$ cat src/rtl/joybus_pkg.sv
// Shared types and constants for the Joybus controller command transmitter.
// Holds the FSM state type, the standard command words and the length check.
package joybus_pkg;

   typedef enum logic [1:0] {IDLE, DATA, STOP} state_t;

   localparam int unsigned JB_MAX_BITS = 24;

   localparam logic [23:0] JB_CMD_ID          = 24'h000000;
   localparam logic [4:0]  JB_LEN_ID          = 5'd8;
   localparam logic [23:0] JB_CMD_POLL        = 24'h400300;
   localparam logic [4:0]  JB_LEN_POLL        = 5'd24;
   localparam logic [23:0] JB_CMD_POLL_RUMBLE = 24'h400301;
   localparam logic [4:0]  JB_LEN_POLL_RUMBLE = 5'd24;

   function automatic logic len_ok(input logic [4:0] len);
      return (len != 5'd0) && (len <= 5'(JB_MAX_BITS));
   endfunction

endpackage

$ cat src/rtl/joybus_bit_timer.sv
// Bit-cell timer: tracks the phase inside a 4U-cycle data cell or a U-cycle stop cell.
// low_phase is the line level wanted for the following cycle, so the caller can register it.
module joybus_bit_timer #(
   parameter int unsigned CLK_PER_US = 50,
   localparam int unsigned CW = $clog2(4 * CLK_PER_US)
) (
   input  logic clock,
   input  logic reset,
   input  logic run,
   input  logic bit_val,
   input  logic stop,
   output logic low_phase,
   output logic cell_end
);

   localparam logic [CW-1:0] LAST_CELL  = CW'(4 * CLK_PER_US - 1);
   localparam logic [CW-1:0] SHORT_LAST = CW'(CLK_PER_US - 1);
   localparam logic [CW-1:0] LONG_LAST  = CW'(3 * CLK_PER_US - 1);

   logic [CW-1:0] phase;
   logic [CW-1:0] low_last;

   always_comb begin
      low_last  = (stop || bit_val) ? SHORT_LAST : LONG_LAST;
      cell_end  = run && (phase == (stop ? SHORT_LAST : LAST_CELL));
      // Every cell opens low, so the cycle after a cell end is always low.
      low_phase = cell_end || (phase < low_last);
   end

   always_ff @(posedge clock or posedge reset) begin
      if (reset) begin
         phase <= '0;
      end else if (!run || cell_end) begin
         phase <= '0;
      end else begin
         phase <= phase + 1'b1;
      end
   end

endmodule

$ cat src/rtl/joybus_tx.sv
// Joybus command transmitter: shifts out 1-24 command bits MSB-first as bit cells,
// followed by a stop bit, on an open-drain data line with registered outputs.
module joybus_tx
   import joybus_pkg::*;
#(
   parameter int unsigned CLK_PER_US = 50
) (
   input  logic        clock,
   input  logic        reset,
   input  logic        start,
   input  logic [23:0] cmd_data,
   input  logic [4:0]  cmd_len,
   output logic        line_out,
   output logic        line_oe,
   output logic        busy,
   output logic        done
);

   state_t      state;
   logic [23:0] shreg;
   logic [4:0]  bit_cnt;
   logic        run;
   logic        in_stop;
   logic        low_phase;
   logic        cell_end;

   assign run     = (state != IDLE);
   assign in_stop = (state == STOP);

   joybus_bit_timer #(
      .CLK_PER_US(CLK_PER_US)
   ) u_timer (
      .clock    (clock),
      .reset    (reset),
      .run      (run),
      .bit_val  (shreg[23]),
      .stop     (in_stop),
      .low_phase(low_phase),
      .cell_end (cell_end)
   );

   always_ff @(posedge clock or posedge reset) begin
      if (reset) begin
         state    <= IDLE;
         shreg    <= '0;
         bit_cnt  <= '0;
         line_out <= 1'b1;
         line_oe  <= 1'b0;
         busy     <= 1'b0;
         done     <= 1'b0;
      end else begin
         done <= 1'b0;
         case (state)
            IDLE: begin
               if (start && len_ok(cmd_len)) begin
                  shreg    <= cmd_data;
                  bit_cnt  <= cmd_len;
                  state    <= DATA;
                  line_out <= 1'b0;
                  line_oe  <= 1'b1;
                  busy     <= 1'b1;
               end
            end
            DATA: begin
               line_out <= ~low_phase;
               if (cell_end) begin
                  shreg <= {shreg[22:0], 1'b0};
                  if (bit_cnt != 5'd0) begin
                     bit_cnt <= bit_cnt - 5'd1;
                  end
                  if (bit_cnt == 5'd1) begin
                     state <= STOP;
                  end
               end
            end
            STOP: begin
               if (cell_end) begin
                  state    <= IDLE;
                  line_out <= 1'b1;
                  line_oe  <= 1'b0;
                  busy     <= 1'b0;
                  done     <= 1'b1;
               end else begin
                  line_out <= ~low_phase;
               end
            end
            default: state <= IDLE;
         endcase
      end
   end

endmodule
$ cat config.mk
export PLATFORM = sky130hd
export DESIGN_NAME = joybus_tx
export DESIGN_NICKNAME = d
export VERILOG_FILES = /design/src/rtl/joybus_pkg.sv /design/src/rtl/joybus_bit_timer.sv /design/src/rtl/joybus_tx.sv
export SDC_FILE = /design/constraint.sdc
export NUM_CORES = 1
export LEC_CHECK = 0
export ABC_CLOCK_PERIOD_IN_PS = 2700
export BUFFER_PORTS_ARGS = -buffer_cell sky130_fd_sc_hd__buf_2
export CAP_MARGIN = 20
export CORE_MARGIN = 5
export CORE_UTILIZATION = 55
export DETAILED_ROUTE_END_ITERATION = 7
export GPL_TIMING_DRIVEN = 0
export PLACE_DENSITY = 0.77
export SETUP_SLACK_MARGIN = 0.02
export SKIP_CTS_REPAIR_TIMING = 1
export SYNTH_ARGS = -nofsm -noshare
export SYNTH_HDL_FRONTEND = slang
export SYNTH_SLANG_ARGS = --single-unit
$ cat constraint.sdc
create_clock -name clock -period 2.7 [get_ports clock]
set_input_delay 0.135 -clock clock [delete_from_list [all_inputs] [get_ports clock]]
set_output_delay 0.135 -clock clock [all_outputs]
set_load 0.005 [all_outputs]
* Word level (Yosys, flattened, before mapping)
Cells that the tools add are included.
** Storage, ports and cells
- Bits in registers :: 42
- Output and inout bits :: 4
- Word-level logic and storage cells :: 63
- Input port bits :: 32
** Operators by class
- Reductions and logical operators :: 19
- Magnitude comparators :: 2
- Bitwise gates (word level) :: 1
- $add $sub $neg :: 2
- Equality and inequality tests :: 9
- Muxes and demuxes :: 23
** Operator list (count)
- $mux W24 :: 2
- $pmux W24 S2 :: 1
- $mux W8 :: 3
- $mux W5 :: 3
- $pmux W5 S2 :: 1
- $reduce_bool A5 Y1 :: 2
- $add A8 B1 Y8 const B :: 1
- $eq A8 B8 Y1 :: 1
- $lt A8 B8 Y1 :: 1
- $mux W2 :: 4
- $ne A2 B2 Y1 const B :: 4
- $reduce_and A4 Y1 :: 2
- $mux W1 :: 6
- $pmux W2 S3 :: 1
- $reduce_and A3 Y1 :: 2
- $reduce_bool A2 Y1 :: 3
- $eq A5 B1 Y1 const B :: 1
- $le A5 B5 Y1 const B :: 1
- $sub A5 B1 Y5 const B :: 1
- $logic_and A1 B1 Y1 :: 3
- $logic_or A1 B1 Y1 :: 3
- $pmux W1 S3 :: 1
- $reduce_bool A3 Y1 :: 1
- $eq A2 B1 Y1 const B :: 1
- other kinds (7) :: 7

* Longest topological paths before layout
- Depth after elaboration :: 8
- Depth in mapped cells :: 10

* Modules after synthesis
From an unflattened synthesis, not the netlist that was laid out.
** Second synthesis, totals
- Cell total of the unflattened synthesis :: 252
- Area, all modules :: 2548.7 µm²
** Modules (own cells, without submodules)
- joybus_tx :: cells each 189, times used 1, area each 1963.1 µm²
- joybus_bit_timer :: cells each 63, times used 1, area each 585.6 µm²

* Worst setup path before layout
Ideal clock, no wire load.
- Path kind :: reg2reg
- From :: register state[0]
- To :: register line_out
- Setup time :: 91 ps
- Arrival :: 2303 ps
- Path slack :: 306 ps
- Stages on the path, launching flop included :: 11
- Required time :: 2609 ps
- Path through :: dfrtp_1 > inv_1 > ha_1 > buf_2 > or2_2 > ha_1 > nor2b_1 > o311a_1 > o31a_1 > o311ai_1 > o22ai_1
** On the way
- Longest elaborated chain between the ends :: 8
- Elaborated cells on any way between the ends :: 17
** RTL lines
- start, declared :: line joybus_tx.sv:19 : state_t state;
- start signal, assigned :: line joybus_tx.sv:44 : state <= IDLE;
- start signal, assigned :: line joybus_tx.sv:58 : state <= DATA;
- start signal, assigned :: line joybus_tx.sv:72 : state <= STOP;
- $eq A2 B2 Y1 :: line joybus_tx.sv:28, joybus_tx.sv:53
- $logic_or A1 B1 Y1 / $mux W8 (equally long branches) :: line joybus_bit_timer.sv:24, joybus_bit_timer.sv:25
- $mux W8 / $eq A8 B8 Y1 (equally long branches) :: line joybus_bit_timer.sv:24, joybus_bit_timer.sv:25
- $lt A8 B8 Y1 / $logic_and A1 B1 Y1 (equally long branches) :: line joybus_bit_timer.sv:27, joybus_bit_timer.sv:25
- $logic_or A1 B1 Y1 :: line joybus_bit_timer.sv:27 : low_phase = cell_end || (phase < low_last);
- $not A1 Y1 :: line joybus_tx.sv:65, joybus_tx.sv:84
- $mux W1 :: line joybus_tx.sv:77 : if (cell_end) begin
- $pmux W1 S3 :: line joybus_tx.sv:53 : case (state)
- end signal, assigned :: line joybus_tx.sv:65 : line_out <= ~low_phase;
- end signal, assigned :: line joybus_tx.sv:84 : line_out <= ~low_phase;
- end, declared :: line joybus_tx.sv:13 : output logic line_out,
Several ways; a longest one is shown, not always the timed one.
A chain may end at the register's enable or synchronous reset.

* Worst setup path after layout
Same ends and word-level chain as after synthesis.

==> run summary <==
Across the VDD grid, the largest voltage drop is 0.281 mV. The fraction of the mapped netlist area in compound gates was 16.0%. The net switching power of the design came out at 0.277 mW. The filler cells instantiated in the layout total 344.

Per report_power, the sequential group accounts for 57.4% of the total. Across every metal layer, demand over resource in global routing totals 17.7%. The run gives 0 as the remaining global-route overflow. Counting flops with an async set or reset pin after synthesis yields a share of 100%. The most common cell in the synthesized netlist is sky130_fd_sc_hd__dfrtp_1. The class of the tightest hold or removal check is primary input to async pin. Setup repair after global routing left no endpoint under its margin.

Synthesis inferred 42 register bits. Across the routed clock network, the largest skew measured is 0.0159 ns. The share of the Yosys chip area taken by registers is 43.6%. Measured against its own limit, the worst slew margin works out to 42.4%. For this run, the slowest stage of the critical path takes 0.39 ns. The largest individual stage delay along the critical path comes from the cell sky130_fd_sc_hd__dfrtp_1. Summing the areas of all and, or, nand and nor instances in the mapped netlist gives 15.3% of the synthesized area. The run gives 4 as the number of detailed-routing iterations run before antenna repair. The tools report the placed wire-length estimate after detailed placement as 3.49 mm. In this run the mean area of a mapped cell was 9.86 um2. The logs give 24 for the number of placement rows and 245 for the cell count after synthesis.

Entering global routing, the biggest net connects 43 pins. The number of H-tree levels was 2; the total DRC errors in the routed layout was 0. Final-report max-slew violation count: 0. The biggest area contributor in the post-synthesis netlist is sky130_fd_sc_hd__dfrtp_1.

The run gives 0 as the setup violation total in the final timing report. Nature of the critical path startpoint: a flip-flop. The tools report the maximum clock rate as 0.398 GHz. The tools report the number of library cell types mapped by synthesis as 50. The signal on the critical path passes through inv_1, ha_1, buf_4, or2_4, ha_1, nor2b_1, o311a_1, o31a_1, o311ai_2, o22ai_1. The mux cell area share after synthesis works out to 10.5%. Combinational family with the most area after synthesis: compound AO/OA/AOI/OAI gates. The number of antenna diodes in the final layout is 0. Capture instance of the worst register-to-register path: line_out. Most prevalent standard cell on the critical path: sky130_fd_sc_hd__ha_1.

Yosys mapped a number of flops with a built-in enable equal to 0. The worst path buffer plus inverter count was 2. Summing the areas of all fa, ha and maj instances in the mapped netlist gives 6.22% of the synthesized area. STA puts the critical path data required time at 2.91 ns.

For the final layout net count, the log shows 332. The global-route wire length before repair was 8.61 mm; the top-area cell type share of the netlist area was 42.5%. Setup slack closes at 0.187 ns. For this run, the number of Yosys warnings is 0. The logs give 2.73 ns for the arrival time of data at the critical path endpoint and 0 for the number of failing hold endpoints at the final stage. Net switching is 24.2% of the power. The tools report the beginning of the worst register-to-register path as state[0]. Counting cells, the worst reg-to-reg path comes to 10. The type of element capturing the critical path is a flip-flop.

Number of global-route vias before repair: 1944. In this run the count of I/O pins placed on the die edge is 36. By count the netlist is led by 41 x sky130_fd_sc_hd__dfrtp_1, 38 x sky130_fd_sc_hd__nor2_1, 26 x sky130_fd_sc_hd__a21oi_1. The post-route netlist has 23.2% of its cells at a drive strength greater than 1. OpenSTA, run right after detailed placement, puts the worst setup slack at 0.130 ns. Die extent in y: 76.3 um. The initial antenna violation count is 0.

The area share of xor/xnor cells in the synthesized design was 2.18%; the die span in x was 76.3 um. The final period utilization came out at 93.1%. The run finished with clean final reports. Summed over all layers, the routed wires come to 4.76 mm.

Worst-path maximum fanout: 10. The congestion estimate from routability-driven global placement came to 0.851. The tools report the worst setup slack for register-to-register paths as 0.19 ns.

TritonCTS built the clock tree. The critical path is of the flip-flop to flip-flop type. Once the floorplan was initialized, standard cells occupied 56.2% of the core. The total internal power was 0.867 mW. During placement, the flow inserted port buffers numbering 35. Master cell of the clock root buffer: sky130_fd_sc_hd__clkbuf_8.

The run gives 1864 as the total vias in the final route. The final critical path time including I/O delays and setup is 2.51 ns, and the buffer levels on the longest clock path is 2. The logs give 2410 um2 for the post-synthesis instance area and 0.30 ns for the clock insertion delay at the later pin of the skew report. Dividing the detail-routed wire length by the instance count gives 14.0 um. In the synthesized netlist the dominant register cell turns out to be sky130_fd_sc_hd__dfrtp_1.

From synthesis to final layout, the design area changed by 14.5%. Combinational logic is responsible for 6.8% of the overall power. By area the synthesized netlist is led by sky130_fd_sc_hd__dfrtp_1 42%, sky130_fd_sc_hd__mux2i_1 9.9%, sky130_fd_sc_hd__ha_1 6.2%, sky130_fd_sc_hd__nor2_1 5.9%, sky130_fd_sc_hd__a21oi_1 5.4%. Dividing the detail-routed via count by the number of cells gives 5.47. Family of cells with the greatest summed delay on the critical path: compound AO/OA/AOI/OAI gates. The number of clock sinks seen by CTS is 42.

Summed over all cells, the static leakage comes to 1.43 nW. For the TritonCTS buffer count, the log shows 5. The overall die area came out at 5820 um2. For the pin with the worst max-slew slack, the measured transition is 0.862 ns.

For this block, the initial DRC count from the detailed router was 82. Across the run, the number of max-cap violations was 0. For the final routed database, the setup TNS stands at 0 ns. The number of nets still failing antenna checks after routing was 0; the standard cell core area was 4290 um2.

Power spread over the standard cell area amounts to 414 nW/um2. The share of power burned in the clock network came out at 35.8%. The run gives 289 as the net count of the mapped netlist. After clock tree synthesis, the clock-pin slew on the worst setup and hold paths is 0.08 ns.
## sequential cells by signal, summed over array words and instances, names as in the netlist
signal,flops
u_timer.phase,8
line_out,1
done,1
shreg,24
busy,1
state,2
bit_cnt,5
## worst register-to-register path, delay by kind of cell, from the launching register on
| family | cells | cell delay [ns] |
|---|---|---|
| AO/OA/AOI/OAI | 4 | 0.91 |
| adder cells (fa/ha/maj) | 2 | 0.48 |
| buffers and inverters | 2 | 0.26 |
| flip-flops | 1 | 0.39 |
| AND/OR/NAND/NOR | 2 | 0.39 |
## area by class of cell
| type | count | area, um2 | share of cell area (%) |
|---|---|---|---|
| Buffer | 15 | 100 | 3.62 |
| Clock buffer | 5 | 68.8 | 2.49 |
| Clock inverter | 3 | 21.3 | 0.769 |
| Inverter | 14 | 52.6 | 1.90 |
| Multi-Input combinational cell | 174 | 1220 | 44.2 |
| Sequential cell | 42 | 1050 | 38.1 |
| Tap cell | 52 | 65.1 | 2.35 |
| Timing Repair Buffer | 36 | 183 | 6.61 |
## per-stage QoR
| stage | utilization [%] | hold slack (ns) | std cells | cell area, um2 | total power [mW] |
|---|---|---|---|---|---|
| global placement | 61.8 | 0.425 | 332 | 2660 | 0.744 |
| floorplan | - | 0.286 | 245 | 2410 | 0.710 |
| finish | 64.4 | 0.00419 | 341 | 2770 | 1.14 |
| CTS | 63.9 | 0.0400 | 340 | 2750 | 1.16 |
| detailed placement | 61.8 | 0.373 | 332 | 2660 | 0.747 |
| global route | 64.4 | 0.0949 | 341 | 2770 | 1.20 |
## worst max-delay path by stage
stage | from | to | slack [ns] | depth (start not counted)
2_1_floorplan | state[0] | line_out | 0.31 | 10
3_3_place_gp | state[0] | line_out | 0.14 | 10
3_5_place_dp | state[0] | line_out | 0.13 | 10
4_1_cts | state[0] | line_out | 0.11 | 10
5_1_grt | state[0] | line_out | 0.03 | 10
6_report | state[0] | line_out | 0.19 | 10
## logic make-up (layout without fill, tap and decap cells)
group	Yosys count	in the layout
flops	42	42
mux	25	25
fa+ha+maj	12	12
buf+inv	29	73
xor+xnor	6	6
simple gates	75	75
compound gates	56	56
## power groups by stage
stage	registers, mW	logic, mW	clock network (mW)
4_1_cts	0.657	0.0781	0.422
5_1_grt	0.660	0.0904	0.449
3_5_place_dp	0.669	0.0776	0
6_report	0.657	0.0772	0.410
2_1_floorplan	0.667	0.0427	0
3_3_place_gp	0.669	0.0756	0
## layout by cell type, fill, tap and decap left out, types with 2 or more instances in the layout
cell type	synthesis	routed
sky130_fd_sc_hd__a21oi_1	26	26
sky130_fd_sc_hd__buf_4	2	4
sky130_fd_sc_hd__clkbuf_8	0	5
sky130_fd_sc_hd__xnor2_1	2	2
sky130_fd_sc_hd__o21ai_1	3	3
sky130_fd_sc_hd__nor3_1	4	4
sky130_fd_sc_hd__nor2b_1	4	4
sky130_fd_sc_hd__xor2_1	4	4
sky130_fd_sc_hd__buf_6	4	4
sky130_fd_sc_hd__clkbuf_1	5	5
sky130_fd_sc_hd__mux2i_1	24	24
sky130_fd_sc_hd__nand2_1	8	8
sky130_fd_sc_hd__ha_1	12	12
sky130_fd_sc_hd__nor2_1	38	38
sky130_fd_sc_hd__nand3_1	7	7
sky130_fd_sc_hd__buf_2	3	37
sky130_fd_sc_hd__inv_1	14	13
sky130_fd_sc_hd__nand4_1	3	3
sky130_fd_sc_hd__o21ai_0	8	8
sky130_fd_sc_hd__dfrtp_1	41	41
sky130_fd_sc_hd__o211ai_1	2	2
## per-layer routing
layer  part of all wire, %  GRT usage [%]
met1                    48           23.8
met2                    45           27.0
met3                   5.2           4.49
met4                   2.0           7.69
met5                     0              0
Power figures use the tool's default switching activity.
